<file path="src/rtl/addatone_pkg.sv">
// Shared constants and types for the addatone ADC/controller path.
`timescale 1ns / 1ps

package addatone_pkg;

  localparam int unsigned ADC_WORD_BITS      = 16;
  localparam int unsigned ADC_TIMEOUT_CYCLES = 64;

  typedef logic [ADC_WORD_BITS-1:0] adc_word_t;

  // Receiver frame state: IDLE means no bits of the current frame held yet.
  typedef enum logic {
    StIdle,
    StShift
  } adc_rx_state_e;

endpackage

</file>
<file path="src/rtl/sync_edge_detect.sv">
// Multi-flop synchroniser with a rising-edge strobe on the synchronised signal.
`timescale 1ns / 1ps

module sync_edge_detect #(
  parameter int unsigned STAGES = 2
) (
  input  logic clk,
  input  logic rstn,
  input  logic din,
  output logic dout,
  output logic rise
);

  logic [STAGES-1:0] sync_q;
  logic              last_q;

  // Shift the asynchronous input through the synchroniser chain and keep a
  // delayed copy of the last stage for edge detection.
  always_ff @(posedge clk or negedge rstn) begin
    if (!rstn) begin
      sync_q <= '0;
      last_q <= 1'b0;
    end else begin
      sync_q <= {sync_q[STAGES-2:0], din};
      last_q <= sync_q[STAGES-1];
    end
  end

  assign dout = sync_q[STAGES-1];
  assign rise = sync_q[STAGES-1] & ~last_q;

endmodule

</file>
<file path="src/rtl/adc_spi_rx.sv">
// Deserialises MSB-first words from the chip-select-less ADC SPI link into the
// crystal_osc domain; an inactivity timeout drops truncated frames.
`timescale 1ns / 1ps

module adc_spi_rx
  import addatone_pkg::*;
#(
  parameter int unsigned WORD_BITS      = ADC_WORD_BITS,
  parameter int unsigned SYNC_STAGES    = 2,
  parameter int unsigned TIMEOUT_CYCLES = ADC_TIMEOUT_CYCLES
) (
  input  logic                 crystal_osc,
  input  logic                 rstn,
  input  logic                 adc_spi_clock,
  input  logic                 adc_spi_data,
  output logic [WORD_BITS-1:0] data_out,
  output logic                 data_valid,
  output logic                 frame_error,
  output logic                 busy
);

  localparam int unsigned CntW = $clog2(WORD_BITS);
  localparam int unsigned TmoW = $clog2(TIMEOUT_CYCLES + 1);

  localparam logic [CntW-1:0] LastBit = CntW'(WORD_BITS - 1);
  localparam logic [TmoW-1:0] TmoMax  = TmoW'(TIMEOUT_CYCLES);

  logic sck_rise;
  logic sck_sync_unused;
  logic sdi_sync;
  logic sdi_rise_unused;

  adc_rx_state_e        state_q, state_d;
  logic [CntW-1:0]      bit_cnt_q, bit_cnt_d;
  logic [WORD_BITS-1:0] shift_q, shift_d;
  logic [TmoW-1:0]      tmo_q, tmo_d;
  logic [WORD_BITS-1:0] data_q, data_d;
  logic                 valid_q, valid_d;
  logic                 ferr_q, ferr_d;

  // Equal-depth synchronisers keep MOSI aligned with the detected SCK edge.
  sync_edge_detect #(
    .STAGES (SYNC_STAGES)
  ) u_sck_sync (
    .clk  (crystal_osc),
    .rstn (rstn),
    .din  (adc_spi_clock),
    .dout (sck_sync_unused),
    .rise (sck_rise)
  );

  sync_edge_detect #(
    .STAGES (SYNC_STAGES)
  ) u_sdi_sync (
    .clk  (crystal_osc),
    .rstn (rstn),
    .din  (adc_spi_data),
    .dout (sdi_sync),
    .rise (sdi_rise_unused)
  );

  // Next-state logic: shift on each SCK rise, complete on the last bit, and
  // drop the frame once the timeout has saturated with no edge pending.
  always_comb begin
    state_d   = state_q;
    bit_cnt_d = bit_cnt_q;
    shift_d   = shift_q;
    tmo_d     = tmo_q;
    data_d    = data_q;
    valid_d   = 1'b0;
    ferr_d    = 1'b0;

    unique case (state_q)
      StIdle: begin
        tmo_d = '0;
        if (sck_rise) begin
          shift_d   = {shift_q[WORD_BITS-2:0], sdi_sync};
          bit_cnt_d = CntW'(1);
          state_d   = StShift;
        end
      end

      StShift: begin
        if (sck_rise) begin
          // An edge coinciding with expiry still counts as a valid bit.
          shift_d = {shift_q[WORD_BITS-2:0], sdi_sync};
          tmo_d   = '0;
          if (bit_cnt_q == LastBit) begin
            data_d    = {shift_q[WORD_BITS-2:0], sdi_sync};
            valid_d   = 1'b1;
            bit_cnt_d = '0;
            state_d   = StIdle;
          end else begin
            bit_cnt_d = bit_cnt_q + 1'b1;
          end
        end else if (tmo_q == TmoMax) begin
          shift_d   = '0;
          bit_cnt_d = '0;
          tmo_d     = '0;
          ferr_d    = 1'b1;
          state_d   = StIdle;
        end else begin
          tmo_d = tmo_q + 1'b1;
        end
      end

      default: state_d = StIdle;
    endcase
  end

  // Frame state, counters and registered outputs.
  always_ff @(posedge crystal_osc or negedge rstn) begin
    if (!rstn) begin
      state_q   <= StIdle;
      bit_cnt_q <= '0;
      shift_q   <= '0;
      tmo_q     <= '0;
      data_q    <= '0;
      valid_q   <= 1'b0;
      ferr_q    <= 1'b0;
    end else begin
      state_q   <= state_d;
      bit_cnt_q <= bit_cnt_d;
      shift_q   <= shift_d;
      tmo_q     <= tmo_d;
      data_q    <= data_d;
      valid_q   <= valid_d;
      ferr_q    <= ferr_d;
    end
  end

  assign data_out    = data_q;
  assign data_valid  = valid_q;
  assign frame_error = ferr_q;
  assign busy        = (state_q == StShift);

endmodule

</file>
<file path="config.mk">
export PLATFORM = sky130hd
export DESIGN_NAME = adc_spi_rx
export DESIGN_NICKNAME = d
export VERILOG_FILES = /design/src/rtl/addatone_pkg.sv /design/src/rtl/sync_edge_detect.sv /design/src/rtl/adc_spi_rx.sv
export SDC_FILE = /design/constraint.sdc
export NUM_CORES = 1
export LEC_CHECK = 0
export CAP_MARGIN = 40
export CORE_ASPECT_RATIO = 1.25
export CORE_MARGIN = 8
export CORE_UTILIZATION = 25
export CTS_CLUSTER_SIZE = 20
export DETAILED_ROUTE_END_ITERATION = 6
export PLACE_DENSITY = 0.41
export SLEW_MARGIN = 20
export SYNTH_ARGS = -nofsm -noshare
export SYNTH_HDL_FRONTEND = slang
export SYNTH_SLANG_ARGS = --single-unit
</file>
<file path="constraint.sdc">
create_clock -name crystal_osc -period 3.7 [get_ports crystal_osc]
set_clock_uncertainty 0.15 [all_clocks]
set_input_delay 0.74 -clock crystal_osc [delete_from_list [all_inputs] [get_ports crystal_osc]]
set_output_delay 0.74 -clock crystal_osc [all_outputs]
set_load 0.02 [all_outputs]
</file>
After elaboration in Yosys (flattened, before gate mapping)
Cells that the tools add are included.

Divide/modulo/power cells: 0. Multiply operators: 0. Order comparisons: 0. Equal/unequal tests: 4. $add $sub $neg: 2. Reduce and logical (&&, ||, !) cells: 2. Bitwise gates (word level): 3. Mux-type cells: 23. Shift operators: 0.

Operator list (number): $mux 15 (3); $pmux 15 s2 (1); $mux 4 (4); $mux 7 (2); $pmux 7 s2 (1); $mux 1 (10); $pmux 4 s2 (1); $add 7x1->7 const B (1); $eq 7x7->1 const B (1); $add 4x1->4 const B (1); $eq 4x4->1 const B (1); $ne 3x2->1 const B (1); $reduce_and 3->1 (1); $ne 2x2->1 const B (1); $not 1->1 (2); $pmux 1 s2 (1); $reduce_and 2->1 (1); $and 1x1->1 (1).

Register bits: 50. Bits in read-only memories: 0. Memories: 0. Logic and storage cells: 44. Bits in latches: 0. Memory bits (writable): 0. Output and inout bits: 19. Input bits: 4.

Logic depth before layout (Yosys ltp)
Word-level depth: 4. Depth in mapped cells: 6. Depth with buffers taken out: 5.

Cells and area by module
Synthesis repeated with hierarchy kept, for this count alone.

Cells, all modules: 139. Area, all modules: 1959.4 um^2.

Modules (own cells, without submodules): adc_spi_rx (instances 1, area an instance 1781.7 um^2, cells an instance 131); sync_edge_detect (instances 2, area an instance 88.8 um^2, cells an instance 4).

Worst setup path after synthesis
Ideal clock, no wire load.

Path type: register to register. Start point: reg state_q, in the netlist busy. End point: reg data_q[10], in the netlist data_out[10]. Buffers on the path: 1. Arrival: 1.675 ns. Data required time: 3.425 ns. Stages on the path, launching flop included: 5. Clock period less this slack: 1.950 ns. Setup slack: 1.750 ns. Path through: dfrtp_1 inv_1 nor3_2 buf_4 mux2_2.

Word-level cells in the longest chain between the ends: 1.

RTL lines: start, declared (line adc_spi_rx.sv:33) `adc_rx_state_e state_q, state_d;`; start signal, assigned (line adc_spi_rx.sv:114) `state_q <= StIdle;`; start signal, assigned (line adc_spi_rx.sv:122) `state_q <= state_d;`; $reduce_and 3->1 (no line); end signal, assigned (line adc_spi_rx.sv:126) `data_q <= data_d;`; end, declared (line adc_spi_rx.sv:37) `logic [WORD_BITS-1:0] data_q, data_d;`.

Every way passes these cells. A chain may end at the register's enable or synchronous reset.

Worst setup path after layout
Start point: reg state_q, in the netlist busy. End point: out busy.

RTL lines: end, declared (line adc_spi_rx.sv:19) `output logic busy`.

No word-level cell between the ends.

==> results.md <==
- Final instance area: 2417 sq um
- Layout fillers: 811
- Post-route ant nets: 0
- 1st-iter DRT viols: 58
- H-tree levels: 2
- CTS clk-pin slew, worst paths: 0.09 ns
- CP Capture Type: primary output
- Asr flop ratio synth: 100.0%
- TritonCTS buffer count: 5
- Critical path class: flip-flop to primary output
- Post-synth EDFFs: 0
- Vias in the first global route: 1,407
- Distinct cells, synth: 27
- # resized after CTS: 0
- N_diodes: 0
- Critical Path Fanout Max: 5
- CTS tree: done
- CP arrival: 1.36 ns
- Starting density of the core: 25.69%
- Worst path max stage delay: 0.65 ns
- Worst rel slew slack: 67.36%
- Dpl cells: 283
- Commonest non-fill, non-tap cell in the layout: dfrtp_1
- Worst Slack Setup Final: 1.446 ns
- Port bufs: 22
- Fin crit share: 60.92%
- HP Class: input port to asynchronous set/reset pin
- Routed via count: 1,294
- Synthesized Nets: 177
- Power density over the cells: 520.0 nW/um^2
- WHS: 0.1842 ns
- Commonest cells after routing, fill and taps aside: dfrtp_1 (50), nand2_1 (35), clkdlybuf4s50_1 (21)
- Syn_area_per_cell: 11.71 sq um
- Remaining DRCs: 0
- Flops & latches, synth: 50
- Hold-fix buffers at CTS: 0
- Placed cell area: 2318 sq um
- Final HPWL DP: 2594 microns
- Layout cell share with drive strength beyond 1: 16.24%
- Critical path buffer and inverter count: 1
- Remaining global-route overflow: 0
- Syn. warnings: 0
- Syn Inst Count: 170
- Fmax: 0.4436 GHz
- Peak supply drop: 0.0001984 V
- Die ar.: 11,090 sq um
- Die W: 95.81 microns
- Max-cap violation count: 0
- Final Util: 31.20%
- Num rows: 36
- Clock Latency Late Sink: 0.29 ns
- Tot Pwr: 1.257 mW
- Status: complete, no violations
- Pre-CTS WS: 1.339 ns
- Antenna violations before repair: 0
- Final non-filler cell total: 292
- Slowest CP cell: clkdlybuf4s50_1
- Syn Std Cell Area: 1991 sq um
- Global-route wire length before repair: 7010 microns
- Proportion of synthesized chip area in sequential cells: 62.85%
- Clk buf depth: 2
- RSZ-0062 raised after global routing: false
- Area of the multi-input gates: 688.2 sq um
- Setup crit start kind: flip-flop
- Critical Path RT: 2.81 ns
- Core area: 7747 sq um
- Final hold viol count: 0
- GP Congestion: 0.6550
- WL/cell: 13.83 microns
- Leak: 1.085 nW
- Fin Setup TNS: 0 ns
- Largest net degree at the start of global routing: 37
- Sequential cell area: 1251 sq um
- Min cycle time layout: 2.254 ns
- Layout area overhead: 21.43%
- Post-CTS setup buffer count: 0
- Total wire length: 4038 microns
- I/O Pins: 23
- Total track usage: 8.017%
- Fin nets: 203
- TritonRoute pass-1 iters: 4
- CTS sink cnt: 50
- Chip height: 115.8 microns
- Most used DFF post-synth: dfrtp_1
- Root Buffer: clkbuf_8
- Slew @ Worst Pin: 0.4874 ns
- Vias per inst: 4.432
- Final setup viols: 0
- CP Cell Sequence: clkdlybuf4s50_1
- Delay-heaviest family, CP: buffers and inverters
- Slew Viols, Final: 0
metal layers:
metal,share of wire (%),up-vias,global-route usage [%]
met5,0,-,0
met4,1.4,0,4.008
met3,1.7,2,1.491
met2,49,16,12.92
met1,48,649,9.945
li1,-,627,-
where the power goes:
group	internal, mW	leakage [nW]	switching [mW]
registers	0.630	0.662	0.0796
logic	0.109	0.375	0.112
clock network	0.151	0.0482	0.174
total	0.890	1.09	0.366
synthesized netlist by cell type, types with 2 or more instances:
cell type / number / area (sq um)
mux2_2: 16 / 180.2
inv_1: 4 / 15.01
clkbuf_1: 5 / 18.77
ha_1: 3 / 37.54
nand2_1: 35 / 131.4
nor2b_1: 2 / 12.51
dfrtp_1: 50 / 1251
a32o_1: 3 / 30.03
or3_1: 2 / 12.51
nor2_1: 5 / 18.77
a21oi_1: 3 / 15.01
xor2_1: 3 / 26.28
nand3_1: 4 / 20.02
o211ai_1: 3 / 22.52
o21ai_0: 19 / 95.09
nor3_2: 2 / 20.02
sequential cells by signal, summed over array words and instances (netlist names):
name,flops
data_valid,1
u_sck_sync.sync_q,2
shift_q,15
busy,1
tmo_q,7
frame_error,1
data_out,16
u_sck_sync.last_q,1
u_sdi_sync.sync_q,2
bit_cnt_q,4
cell type report:
class	count	share of cell area (%)
tap	95	4.917
clock buffer	7	3.571
clock inverter	1	0.2070
multi-input combinational	108	28.47
inverter	4	0.6211
sequential	50	51.76
timing repair buffer	27	10.46
path summary, 6_finish.rpt:
kind | start | to | slack (ns) | cells after the start
min in group crystal_osc | u_sdi_sync.sync_q[0] | u_sdi_sync.sync_q[1] | 0.21 | 0
worst max-delay path | busy | busy | 1.45 | 1
worst max register to register | tmo_q[3] | bit_cnt_q[1] | 1.67 | 3
worst min register to register | u_sdi_sync.sync_q[0] | u_sdi_sync.sync_q[1] | 0.21 | 0
max in group asynchronous | rstn | bit_cnt_q[1] | 2.43 | 2
worst min-delay path | rstn | u_sdi_sync.sync_q[0] | 0.18 | 1
cell families (layout without fill, tap and decap cells):
group | count (synthesis) | after routing | share of synthesized area, %
compound gates | 29 | 29 | 8.674
xor+xnor | 4 | 4 | 1.760
fa+ha+maj | 3 | 3 | 1.886
buf+inv | 12 | 39 | 2.577
flops | 50 | 50 | 62.85
mux | 16 | 16 | 9.051
simple gates | 56 | 56 | 13.20
Note: power is estimated with default switching activity, not from simulation.
